### config.mk
export PLATFORM = sky130hd
export DESIGN_NAME = regfile_arbiter
export DESIGN_NICKNAME = d
export VERILOG_FILES = /design/src/rtl/regfile_arbiter.sv
export SDC_FILE = /design/constraint.sdc
export NUM_CORES = 1
export LEC_CHECK = 0
export ABC_AREA = 1
export BUFFER_PORTS_ARGS = -buffer_cell sky130_fd_sc_hd__clkbuf_2
export CAP_MARGIN = 10
export CELL_PAD_IN_SITES_DETAIL_PLACEMENT = 2
export CELL_PAD_IN_SITES_GLOBAL_PLACEMENT = 2
export CORE_MARGIN = 3
export CORE_UTILIZATION = 14
export CTS_CLUSTER_DIAMETER = 60
export DETAILED_ROUTE_END_ITERATION = 6
export PLACE_DENSITY = 0.8
export SLEW_MARGIN = 0
export SYNTH_ARGS = -nofsm -noshare
export SYNTH_HDL_FRONTEND = slang
export SYNTH_SLANG_ARGS = --single-unit
### constraint.sdc
create_clock -name i_clk -period 1.5 [get_ports i_clk]
set_clock_uncertainty 0.1 [all_clocks]
set_input_delay 0.15 -clock i_clk [delete_from_list [all_inputs] [get_ports i_clk]]
set_output_delay 0.15 -clock i_clk [all_outputs]
set_load 0.01 [all_outputs]
### src/rtl/regfile_arbiter.sv
// Two-master round-robin arbiter in front of a 32x32 register file.
// M1 may lock the file; read-during-write is served from a captured copy of the write data.
module regfile_arbiter #(
    parameter int ADDR_W   = 5,
    parameter int DATA_W   = 32,
    parameter int LOCK_MAX = 16
) (
    input  logic              i_clk,
    input  logic              i_rst_n,

    input  logic              i_m0_valid,
    output logic              o_m0_ready,
    input  logic              i_m0_we,
    input  logic [ADDR_W-1:0] i_m0_raddr1,
    input  logic [ADDR_W-1:0] i_m0_raddr2,
    input  logic [ADDR_W-1:0] i_m0_waddr,
    input  logic [DATA_W-1:0] i_m0_wdata,
    output logic              o_m0_rvalid,
    output logic [DATA_W-1:0] o_m0_rdata1,
    output logic [DATA_W-1:0] o_m0_rdata2,

    input  logic              i_m1_valid,
    output logic              o_m1_ready,
    input  logic              i_m1_we,
    input  logic [ADDR_W-1:0] i_m1_raddr1,
    input  logic [ADDR_W-1:0] i_m1_raddr2,
    input  logic [ADDR_W-1:0] i_m1_waddr,
    input  logic [DATA_W-1:0] i_m1_wdata,
    output logic              o_m1_rvalid,
    output logic [DATA_W-1:0] o_m1_rdata1,
    output logic [DATA_W-1:0] o_m1_rdata2,
    input  logic              i_m1_lock,

    output logic [ADDR_W-1:0] o_rf_raddr1,
    output logic [ADDR_W-1:0] o_rf_raddr2,
    output logic [ADDR_W-1:0] o_rf_waddr,
    output logic [DATA_W-1:0] o_rf_wdata,
    output logic              o_rf_we,
    input  logic [DATA_W-1:0] i_rf_rdata1,
    input  logic [DATA_W-1:0] i_rf_rdata2,

    output logic              o_locked
);

    localparam int CNT_W = $clog2(LOCK_MAX) + 1;
    localparam logic [CNT_W-1:0] CNT_LAST = CNT_W'(LOCK_MAX - 1);

    typedef enum logic {S_ARB, S_LOCK} state_t;

    state_t            state_q, state_d;
    logic              last_m1_q, last_m1_d;
    logic [CNT_W-1:0]  lock_cnt_q, lock_cnt_d;
    logic              m0_rvalid_q, m0_rvalid_d;
    logic              m1_rvalid_q, m1_rvalid_d;
    logic              byp1_q, byp1_d;
    logic              byp2_q, byp2_d;
    logic [DATA_W-1:0] byp_data_q, byp_data_d;

    logic              grant_m0, grant_m1;
    logic              sel_we;
    logic [ADDR_W-1:0] sel_raddr1, sel_raddr2, sel_waddr;
    logic [DATA_W-1:0] sel_wdata;
    logic              wr_en;

    // No grant while reset is asserted, so a request in a reset cycle is never accepted.
    always_comb begin
        grant_m0 = 1'b0;
        grant_m1 = 1'b0;
        if (i_rst_n) begin
            if (state_q == S_LOCK) begin
                grant_m1 = i_m1_valid;
            end else if (i_m0_valid && i_m1_valid) begin
                grant_m0 = last_m1_q;
                grant_m1 = !last_m1_q;
            end else begin
                grant_m0 = i_m0_valid;
                grant_m1 = i_m1_valid;
            end
        end
    end

    assign o_m0_ready = grant_m0;
    assign o_m1_ready = grant_m1;

    always_comb begin
        sel_we     = 1'b0;
        sel_raddr1 = '0;
        sel_raddr2 = '0;
        sel_waddr  = '0;
        sel_wdata  = '0;
        if (grant_m0) begin
            sel_we     = i_m0_we;
            sel_raddr1 = i_m0_raddr1;
            sel_raddr2 = i_m0_raddr2;
            sel_waddr  = i_m0_waddr;
            sel_wdata  = i_m0_wdata;
        end else if (grant_m1) begin
            sel_we     = i_m1_we;
            sel_raddr1 = i_m1_raddr1;
            sel_raddr2 = i_m1_raddr2;
            sel_waddr  = i_m1_waddr;
            sel_wdata  = i_m1_wdata;
        end
    end

    assign wr_en       = sel_we && (sel_waddr != '0);
    assign o_rf_raddr1 = sel_raddr1;
    assign o_rf_raddr2 = sel_raddr2;
    assign o_rf_waddr  = sel_waddr;
    assign o_rf_wdata  = sel_wdata;
    assign o_rf_we     = wr_en;

    always_comb begin
        state_d     = state_q;
        last_m1_d   = last_m1_q;
        lock_cnt_d  = lock_cnt_q;
        if (grant_m0) last_m1_d = 1'b0;
        if (grant_m1) last_m1_d = 1'b1;
        case (state_q)
            S_ARB: begin
                lock_cnt_d = '0;
                if (grant_m1 && i_m1_lock) state_d = S_LOCK;
            end
            S_LOCK: begin
                if (!i_m1_lock) begin
                    state_d    = S_ARB;
                    lock_cnt_d = '0;
                end else if (grant_m1) begin
                    lock_cnt_d = '0;
                end else if (lock_cnt_q >= CNT_LAST) begin
                    // Forced release hands the next tie to M0.
                    state_d    = S_ARB;
                    lock_cnt_d = '0;
                    last_m1_d  = 1'b1;
                end else begin
                    lock_cnt_d = lock_cnt_q + CNT_W'(1);
                end
            end
            default: state_d = S_ARB;
        endcase
    end

    // The register file returns stale data on read-during-write, so the write data is kept here.
    always_comb begin
        m0_rvalid_d = grant_m0;
        m1_rvalid_d = grant_m1;
        byp1_d      = wr_en && (sel_raddr1 == sel_waddr);
        byp2_d      = wr_en && (sel_raddr2 == sel_waddr);
        byp_data_d  = sel_wdata;
    end

    always_ff @(posedge i_clk) begin
        if (!i_rst_n) begin
            state_q     <= S_ARB;
            last_m1_q   <= 1'b1;
            lock_cnt_q  <= '0;
            m0_rvalid_q <= 1'b0;
            m1_rvalid_q <= 1'b0;
            byp1_q      <= 1'b0;
            byp2_q      <= 1'b0;
            byp_data_q  <= '0;
        end else begin
            state_q     <= state_d;
            last_m1_q   <= last_m1_d;
            lock_cnt_q  <= lock_cnt_d;
            m0_rvalid_q <= m0_rvalid_d;
            m1_rvalid_q <= m1_rvalid_d;
            byp1_q      <= byp1_d;
            byp2_q      <= byp2_d;
            byp_data_q  <= byp_data_d;
        end
    end

    assign o_m0_rvalid = m0_rvalid_q;
    assign o_m1_rvalid = m1_rvalid_q;
    assign o_m0_rdata1 = m0_rvalid_q ? (byp1_q ? byp_data_q : i_rf_rdata1) : '0;
    assign o_m0_rdata2 = m0_rvalid_q ? (byp2_q ? byp_data_q : i_rf_rdata2) : '0;
    assign o_m1_rdata1 = m1_rvalid_q ? (byp1_q ? byp_data_q : i_rf_rdata1) : '0;
    assign o_m1_rdata2 = m1_rvalid_q ? (byp2_q ? byp_data_q : i_rf_rdata2) : '0;
    assign o_locked    = (state_q == S_LOCK);

endmodule

==> run metrics, run 1 <==
maximum fanout along the worst path=7; number of register bits inferred by synthesis=43; relative area change from synthesis to final layout=172%; clk slew on worst S/H paths=around 0.080 ns; total via count after detailed routing=6684; initial antenna violation count=3; half-perimeter wire length after detailed placement=20.2 mm; netlist area before placement=3620 sq um; Final Critical Period=1.99 ns; setup repair after global routing missed its margin=true; DP Cell Count=1323; pin count of the biggest net entering global routing=25; total nets after synthesis=786; Area contributors post-synth=sky130_fd_sc_hd__dfxtp_1, sky130_fd_sc_hd__a22o_1, sky130_fd_sc_hd__nor2_1; required arrival time at the worst endpoint=1.25 ns; sequential-to-total area share from yosys stat=0.238; wire length of the first global-routing pass=47.2 mm; relative contribution of sequential cells to total power=0.240; total of warnings raised by yosys=0; primary flip-flop cell chosen by synthesis mapping=sky130_fd_sc_hd__dfxtp_1; Cell Pwr Density=526 nW/um^2; Internal Power=around 0.0032 W; transition time at the pin with the least slew margin=0.326 ns; number of standard cells in the final layout excluding fillers=1439; Power, Total=between 0.005 and 0.006 W; die height=167 um; final number of setup-violating endpoints=190; number of buffers between clock root and the deepest sink=2; switching component of the power=between 0.002 and 0.0025 W; die width=167 um; unique cell type count in the Yosys netlist=26; first-iteration detailed-routing DRC count=193; area share of the largest cell type after synthesis=0.238; post-synthesis area per instance=5.85 sq um; Sum Neg Setup Slack=-45.54 ns; final net count=1274; status=finished, violations left; cell accounting for the most synthesized area=sky130_fd_sc_hd__dfxtp_1; fraction of power consumed by the clock network=0.265; area of the die=27800 sq um; number of nets still failing antenna checks after routing=0; Synth async-reset ratio=0; portion of total power attributed to combinational logic=0.495; highest attainable clock frequency=503 MHz; normalized max-slew margin=0.782; worst setup path category=flip-flop to output pin; final hold viol count=0; post-route clock period utilization=1.33; Static Leak=4.81 nW; vias in the first global route=7396; Post-Synthesis Cells=619; number of search-and-repair iterations in the first detailed-routing pass=4; Net Sw Frac=0.390; routability-driven placement congestion ratio=0.821; clock latency on the worst-skew pair=~0.30 ns; number of input and output port buffers inserted=345; CTS Sinks=43; number of synthesized flops with an enable pin=0; Seq. cell area=slightly below 900 sq um; number of top-level pins=346; number of fillers in the final layout=2845; cts bufs inserted=5; highest-count cells in the layout ignoring fill and taps=sky130_fd_sc_hd__clkbuf_2, sky130_fd_sc_hd__buf_2, sky130_fd_sc_hd__nor2_1; area used by multi-input combinational logic=3940 sq um; total wirelength of the detailed-routed design=35.2 mm; CP arrival=1.74 ns; setup slack after layout=-0.489 ns; Initial Utilization=0.143; CORE AREA=25300 sq um; type of origin of the critical path=flip-flop; Max VDD drop=0.000380 V; hold_ws=0.00422 ns; H-tree level count=2; fin util=0.389; cell at the root of the clock tree=sky130_fd_sc_hd__clkbuf_16; clock tree from TritonCTS=done; hold crit path type=input pin to flip-flop; routed wire length per instance=24.4 um; Critical Path Sink Type=output pin; detail-routed via count per cell=~4.6; number of max-slew violations in the final report=0; global-route usage over all layers=0.220; failing checks=negative setup slack; GR Overflow Total=0; max_cap viols=0; DRC=0; layout cells sized above 1=0.686; standard-cell row count=58; leading cell type in the layout, fill and taps excluded=sky130_fd_sc_hd__clkbuf_2
-- stage by stage --
| step | setup WS (ns) | instance area [sq um] |
|---|---|---|
| global placement | -0.150 | 6240 |
| finish | -0.489 | 9860 |
| CTS | -0.435 | 9020 |
| detailed placement | -0.288 | 6240 |
| floorplan | -0.0139 | 3640 |
| global route | -0.563 | 9860 |
-- power by group through the flow --
stage,clock [W],combinational (W),sequential (W)
final,0.00137,0.00257,0.00124
after global routing,0.00147,0.00272,0.00125
after CTS,0.00143,0.00218,0.00124
after detailed placement,0,0.00164,0.00127
after floorplan,0,0.000748,0.00125
after global placement,0,0.00159,0.00126
-- synth_stat cells, types with 3 or more instances --
| master | n |
|---|---|
| sky130_fd_sc_hd__a22o_1 | 64 |
| sky130_fd_sc_hd__nand3_1 | 18 |
| sky130_fd_sc_hd__buf_2 | 15 |
| sky130_fd_sc_hd__dfxtp_1 | 43 |
| sky130_fd_sc_hd__inv_2 | 6 |
| sky130_fd_sc_hd__nor2_1 | 147 |
| sky130_fd_sc_hd__o21ai_1 | 7 |
| sky130_fd_sc_hd__o21ai_0 | 66 |
| sky130_fd_sc_hd__nand4_1 | 14 |
| sky130_fd_sc_hd__clkbuf_1 | 28 |
| sky130_fd_sc_hd__buf_6 | 3 |
| sky130_fd_sc_hd__nand2_1 | 134 |
| sky130_fd_sc_hd__inv_1 | 56 |
-- routing by layer --
layer	up-vias	wire, um	track usage	share of wire
met5	-	19	0	0.00054
met4	4	1230	0.0768	0.035
met3	83	1520	0.0363	0.043
met2	281	19400	0.424	0.55
met1	3296	13000	0.241	0.37
li1	3020	-	-	-
-- state kept, by name, indices dropped and copies added, names as in the netlist --
signal,flops
o_m0_rvalid,1
o_m1_rvalid,1
o_locked,1
last_m1_q,1
byp1_q,1
byp2_q,1
lock_cnt_q,5
byp_data_q,32
-- critical path: stages (launching register included) --
cell,delay (ns)
sky130_fd_sc_hd__dfxtp_4,0.37
sky130_fd_sc_hd__nor2_4,0.15
sky130_fd_sc_hd__nand3_4,0.17
sky130_fd_sc_hd__buf_4,0.19
sky130_fd_sc_hd__buf_4,0.15
sky130_fd_sc_hd__o21ai_4,0.15
sky130_fd_sc_hd__buf_4,0.14
sky130_fd_sc_hd__clkbuf_2,0.12
-- cell families after synthesis --
logic type / synth area share
adders and majority gates: 0.00691
AOI/OAI and AO/OA: 0.270
buffers and inverters: 0.128
and+or+nand+nor: 0.358
DFF: 0.238
-- path summary, 6_finish.rpt --
kind                       startpoint                        end  slack [ns]  cells after the start
max reg2reg       o_locked$_SDFF_PN0_          byp1_q$_SDFF_PN0_       -0.38                     11
min                    i_m0_wdata[20]  byp_data_q[20]$_SDFF_PN0_       0.004                      2
min reg2reg  lock_cnt_q[0]$_SDFF_PP0_   lock_cnt_q[0]$_SDFF_PP0_        0.40                      2
max               o_locked$_SDFF_PN0_             o_rf_raddr2[2]       -0.49                      7
-- final cells by class --
type                            count  share of cell area
Timing Repair Buffer              528               0.425
Clock inverter                      3             0.00482
Inverter                           62              0.0264
Sequential cell                    43              0.0892
Tap cell                          330              0.0419
Multi-Input combinational cell    467               0.400
Clock buffer                        5              0.0127
Antenna cell                        1            0.000254
-- timing repair --
action / in CTS / in global routing
endpoints found under the hold margin: 20 / 1
setup endpoints to repair: 207 / 204
buffers inserted: 45 / 21
cloned: 23 / 1
gates resized for setup: 391 / 312
hold buffers: 31 / 1
pin swaps: 122 / 123
Power figures use the tool's default switching activity.
==> inputs of run 2 (changes only) <==
Settings changed: PLACE_DENSITY 0.8 to 0.82.
==> run metrics, run 2 (synthesized netlist as in run 1, its figures left out) <==
Power, Total=0.00533 W (+2.8%); fin util=0.379 (-0.00993); worst setup path category=flip-flop to output pin; largest registers=byp_data_q (32), lock_cnt_q (5); portion of total power attributed to combinational logic=0.481 (-0.014); area of the die=27800 sq um (unchanged); setup slack after layout=-0.439 ns (+0.0497 ns); fraction of power consumed by the clock network=0.285 (+0.020); FF-to-FF path depth=13 (+2); die height=167 um (unchanged); largest delay contributor family on the critical path=buffers and inverters; number of max-slew violations in the final report=0 (unchanged); initial antenna violation count=2 (-1); GR Overflow Total=0 (unchanged); CP max stage delay=0.37 ns (about the same); leading cell type in the layout, fill and taps excluded=sky130_fd_sc_hd__clkbuf_2; cts bufs inserted=5 (unchanged); final number of setup-violating endpoints=201 (+5.8%); CP arrival=1.69 ns (-0.05 ns); CTS Sinks=43 (unchanged); detail-routed via count per cell=4.63 (-0.33%); wire length of the first global-routing pass=47.9 mm (+1.4%); number of top-level pins=346 (unchanged); worst hold path stage count=2 (unchanged); max_cap viols=0 (unchanged); final hold viol count=0 (unchanged); final net count=1264 (-0.78%); routed wire length per instance=24.5 um (+0.14%); clk slew on worst S/H paths=0.07 ns (about the same); required arrival time at the worst endpoint=1.25 ns (about the same); H-tree level count=2 (unchanged); global-route usage over all layers=0.224 (+0.00393); Net Sw Frac=0.375 (-0.0145); setup repair after global routing missed its margin=true; number of buffers between clock root and the deepest sink=2 (unchanged); clock latency on the worst-skew pair=0.30 ns (about the same); Sum Neg Setup Slack=-44.27 ns (+1.28 ns); normalized max-slew margin=0.767 (-0.0148); failing checks=negative setup slack; total via count after detailed routing=6620 (-0.96%); worst r2r dst=byp1_q$_SDFF_PN0_; CORE AREA=25300 sq um (unchanged); Cell Pwr Density=555 nW/um^2 (+5.5%); layout cells sized above 1=0.667 (-0.0193); half-perimeter wire length after detailed placement=19.3 mm (-4.4%); status=finished, violations left; Critical Path Sink Type=output pin; clock tree from TritonCTS=done; end point of the most critical hold path=byp_data_q[23]$_SDFF_PN0_; vias in the first global route=7529 (+1.8%); worst slack after detailed placement=-0.189 ns (+0.0990 ns); hold crit path type=input pin to flip-flop; Worst path most repeated cell=sky130_fd_sc_hd__buf_4; highest attainable clock frequency=516 MHz (+2.6%); pin count of the biggest net entering global routing=37 (+48%); cell at the root of the clock tree=sky130_fd_sc_hd__clkbuf_16; highest-count cells in the layout ignoring fill and taps=sky130_fd_sc_hd__clkbuf_2, sky130_fd_sc_hd__buf_2, sky130_fd_sc_hd__nor2_1; number of flip-flops in the largest register=32 (unchanged); Reg with most FFs=byp_data_q; relative contribution of sequential cells to total power=0.234 (-0.006); Worst Hold Launch=i_m0_wdata[23]; standard-cell row count=58 (unchanged); transition time at the pin with the least slew margin=0.348 ns (+0.0221 ns); routability-driven placement congestion ratio=0.878 (+6.9%); number of search-and-repair iterations in the first detailed-routing pass=4 (unchanged); startpoint of the most critical register-to-register path=o_locked$_SDFF_PN0_; number of input and output port buffers inserted=345 (unchanged); Final Critical Period=1.94 ns (-0.0497 ns); cells along the critical path=nor2_4 -> nand3_4 -> buf_12 -> buf_4 -> o21ai_4 -> buf_4 -> buf_2; die width=167 um (unchanged); type of origin of the critical path=flip-flop; number of nets still failing antenna checks after routing=0 (unchanged); count of buffer and inverter cells on the critical path=4 (unchanged); FF-to-FF setup slack=-0.40 ns (-0.02 ns); Static Leak=4.73 nW (-1.6%); maximum fanout along the worst path=9 (+2); relative area change from synthesis to final layout=165%; Max VDD drop=0.000401 V (+5.5%); DRC=0 (unchanged); switching component of the power=0.00200 W (-1.0%); total wirelength of the detailed-routed design=35.0 mm (-0.49%); post-route clock period utilization=1.29 (-0.0331); Internal Power=0.00333 W (+5.2%); Initial Utilization=0.143 (unchanged); first-iteration detailed-routing DRC count=302 (+56%); critical-path cell with the highest stage delay=sky130_fd_sc_hd__dfxtp_4
run 2: worst max path at each step:
stage / startpoint / end / slack [ns] / cells after the start
after floorplan: o_locked$_SDFF_PN0_ / byp2_q$_SDFF_PN0_ / -0.01 / 9
after global placement: last_m1_q$_SDFF_PN1_ / o_rf_raddr1[4] / -0.10 / 8
after detailed placement: last_m1_q$_SDFF_PN1_ / byp2_q$_SDFF_PN0_ / -0.19 / 12
after CTS: last_m1_q$_SDFF_PN1_ / o_rf_we / -0.42 / 10
after global routing: last_m1_q$_SDFF_PN1_ / o_rf_we / -0.54 / 10
final: o_locked$_SDFF_PN0_ / o_rf_raddr1[4] / -0.44 / 7
run 2: power groups by stage:
stage	clock network, W	logic, W	registers, W
after CTS	0.00158	0.00217	0.00124
final	0.00152	0.00257	0.00125
after detailed placement	0	0.00160	0.00127
after global placement	0	0.00155	0.00126
after floorplan	0	0.000748	0.00125
after global routing	0.00162	0.00272	0.00125
run 2: layout make-up:
cell class / count / area, sq um
Fill cell: 2863 / 15700
Timing Repair Buffer: 519 / 4040
Multi-Input combinational cell: 466 / 3830
Sequential cell: 43 / 882
Tap cell: 330 / 413
Inverter: 62 / 250
Clock buffer: 5 / 125
Clock inverter: 3 / 67.6
Antenna cell: 2 / 5.00
run 2: what timing repair did:
item | 4_1_cts | 5_1_grt
endpoints found under the hold margin | 25 | 0
resized for setup | 341 | 334
setup endpoints to repair | 183 | 213
setup buffers | 37 | 35
gates cloned | 21 | 1
hold buffers | 41 | 0
pin swaps | 115 | 119
run 2: through the flow:
step / cells / hold slack [ns] / instance area, sq um
2_1_floorplan: 619 / 0.167 / 3640
3_3_place_gp: 1304 / 0.276 / 6130
3_5_place_dp: 1304 / 0.285 / 6130
4_1_cts: 1410 / 0.00234 / 8750
5_1_grt: 1430 / 0.00808 / 9610
6_report: 1430 / 0.0125 / 9610
run 2: routing by layer:
metal,share of wire,vias to the layer above,GRT usage
met1,0.36,3251,0.236
met5,0,-,0
li1,-,2995,-
met2,0.55,298,0.439
met3,0.043,76,0.0361
met4,0.039,0,0.0879
==> inputs of run 3 (changes only) <==
Clock period 1.5 ns to 1.7 ns, I/O delays scaled along.
==> run metrics, run 3 (synthesized netlist as in run 1, its figures left out) <==
relative area change from synthesis to final layout=116%; Critical Path Sink Type=output pin; total inserted antenna cells=0 (-2); die width=167 um (unchanged); highest-count cells in the layout ignoring fill and taps=sky130_fd_sc_hd__clkbuf_2, sky130_fd_sc_hd__nor2_1, sky130_fd_sc_hd__nand2_1; cell at the root of the clock tree=sky130_fd_sc_hd__clkbuf_16; DRC=0 (unchanged); vias in the first global route=6401 (-15%); clk slew on worst S/H paths=0.08 ns (about the same); detail-routed via count per cell=4.53 (-2.1%); Cell Pwr Density=506 nW/um^2 (-8.9%); number of max-slew violations in the final report=0 (unchanged); critical-path cell with the highest stage delay=sky130_fd_sc_hd__dfxtp_4; maximum fanout along the worst path=33 (+24); final hold viol count=0 (unchanged); failing checks=negative setup slack; number of nets still failing antenna checks after routing=0 (unchanged); final net count=1185 (-6.3%); standard cell area after detailed placement=5960 sq um (-2.8%); number of buffers between clock root and the deepest sink=2 (unchanged); initial antenna violation count=1 (-1); final number of setup-violating endpoints=63 (-69%); hold crit path type=input pin to flip-flop; fin util=0.309 (-0.0703); normalized max-slew margin=0.738 (-0.0289); Static Leak=3.98 nW (-16%); highest attainable clock frequency=between 500 and 600 MHz; clock tree from TritonCTS=done; CTS Sinks=43 (unchanged); post-layout instance area=7830 sq um (-19%); wire length of the first global-routing pass=37.4 mm (-22%); setup repair after global routing missed its margin=true; layout cells sized above 1=0.569 (-0.0975); count of buffer and inverter cells on the critical path=3 (-1); total wirelength of the detailed-routed design=29.2 mm (-17%); CP max stage delay=0.37 ns (about the same); type of origin of the critical path=flip-flop; CP arrival=1.65 ns (-0.04 ns); max_cap viols=0 (unchanged); post-route clock period utilization=1.13; global-route usage over all layers=0.169 (-0.0543); GR Overflow Total=0 (unchanged); number of top-level pins=346 (unchanged); CORE AREA=25300 sq um (unchanged); routability-driven placement congestion ratio=0.880 (+0.28%); cells along the critical path=nor2_4 -> nand3_4 -> inv_2 -> buf_12 -> a22o_1 -> clkbuf_2; Reg with most FFs=byp_data_q; area of the die=27800 sq um (unchanged); die height=167 um (unchanged); largest registers=byp_data_q (32), lock_cnt_q (5); number of input and output port buffers inserted=345 (unchanged); Initial Utilization=0.143 (unchanged); worst setup path category=flip-flop to output pin; number of search-and-repair iterations in the first detailed-routing pass=4 (unchanged); Max VDD drop=0.000343 V (-14%); routed wire length per instance=21.6 um (-12%); status=finished, violations left; transition time at the pin with the least slew margin=0.388 ns (+0.0398 ns); clock latency on the worst-skew pair=0.30 ns (about the same); setup slack after layout=-0.224 ns (+0.216 ns); total via count after detailed routing=6114 (-7.6%); standard-cell row count=58 (unchanged); largest delay contributor family on the critical path=buffers and inverters; required arrival time at the worst endpoint=1.43 ns (+0.18 ns); pin count of the biggest net entering global routing=39 (+5.4%); Power, Total=0.00396 W (-26%); Final Critical Period=1.92 ns; cts bufs inserted=5 (unchanged); first-iteration detailed-routing DRC count=207 (-31%); number of flip-flops in the largest register=32 (unchanged); leading cell type in the layout, fill and taps excluded=sky130_fd_sc_hd__clkbuf_2; number of fillers in the final layout=3030 (+5.8%); H-tree level count=2 (unchanged); half-perimeter wire length after detailed placement=19.3 mm (+0.35%)
run 3: cell count changes in the layout (fill, tap and decap cells not counted), sizes merged:
cell / delta
bufbuf: -1
buf: -118
clkinvlp: -1
bufinv: -2
clkinv: +1
clkbuf: +67
inv: +2
dlygate4sd3: -27
diode: -2
run 3: cell type report:
| type | instances | area [sq um] | area share |
|---|---|---|---|
| clock buffers | 5 | 125 | 0.0160 |
| repair buffers | 440 | 3080 | 0.393 |
| flip-flops and latches | 43 | 880 | 0.112 |
| multi-input cells | 466 | 3060 | 0.391 |
| inverters | 62 | 245 | 0.0313 |
| clock inverters | 3 | 26.3 | 0.00336 |
| well taps | 330 | 413 | 0.0528 |
run 3: worst paths after layout:
kind	start	to	slack, ns	depth (start not counted)
setup / recovery	o_locked$_SDFF_PN0_	o_rf_wdata[24]	-0.22	6
setup reg to reg	o_locked$_SDFF_PN0_	byp1_q$_SDFF_PN0_	-0.17	12
hold / removal	i_m0_wdata[22]	byp_data_q[22]$_SDFF_PN0_	0.01	2
hold reg to reg	lock_cnt_q[0]$_SDFF_PP0_	lock_cnt_q[0]$_SDFF_PP0_	0.36	1
run 3: per-layer routing:
metal | vias up | global-route usage | wire length [um]
met5 | - | 0 | 20
met4 | 2 | 0.0513 | 1080
met3 | 54 | 0.0311 | 1260
met2 | 230 | 0.324 | 15600
met1 | 2990 | 0.190 | 11200
li1 | 2838 | - | -
run 3: worst register-to-register path: cells and delay by family, from the launching register on:
kind	cells	cell delay, ns
DFF	1	0.37
buffers and inverters	4	0.54
and+or+nand+nor	7	0.72
AOI/OAI and AO/OA	1	0.09
run 3: power by group:
group          internal, W  leakage [nW]  switching, W
combinational     0.000792          3.55       0.00101
clock             0.000560        0.0748      0.000505
sequential         0.00106         0.357     0.0000282
total              0.00242          3.98       0.00154
run 3: through the flow:
stage                     worst slack, ns  TNS [ns]  instances  hold slack [ns]
after global placement             0.0174         0       1281            0.301
final                              -0.224     -7.65       1349           0.0122
after floorplan                    0.0841         0        619            0.194
after detailed placement          -0.0786    -0.130       1281            0.308
after global routing               -0.296    -15.29       1349          0.00577
after CTS                          -0.253     -7.99       1322         0.000494
run 3: repair_timing:
action / CTS / global route
cloned: 2 / 16
pin swaps: 14 / 55
endpoints found under the hold margin: 12 / 0
endpoints found under the setup margin: 114 / 140
buffers inserted: 17 / 13
hold buffers: 14 / 0
gates resized for setup: 74 / 286
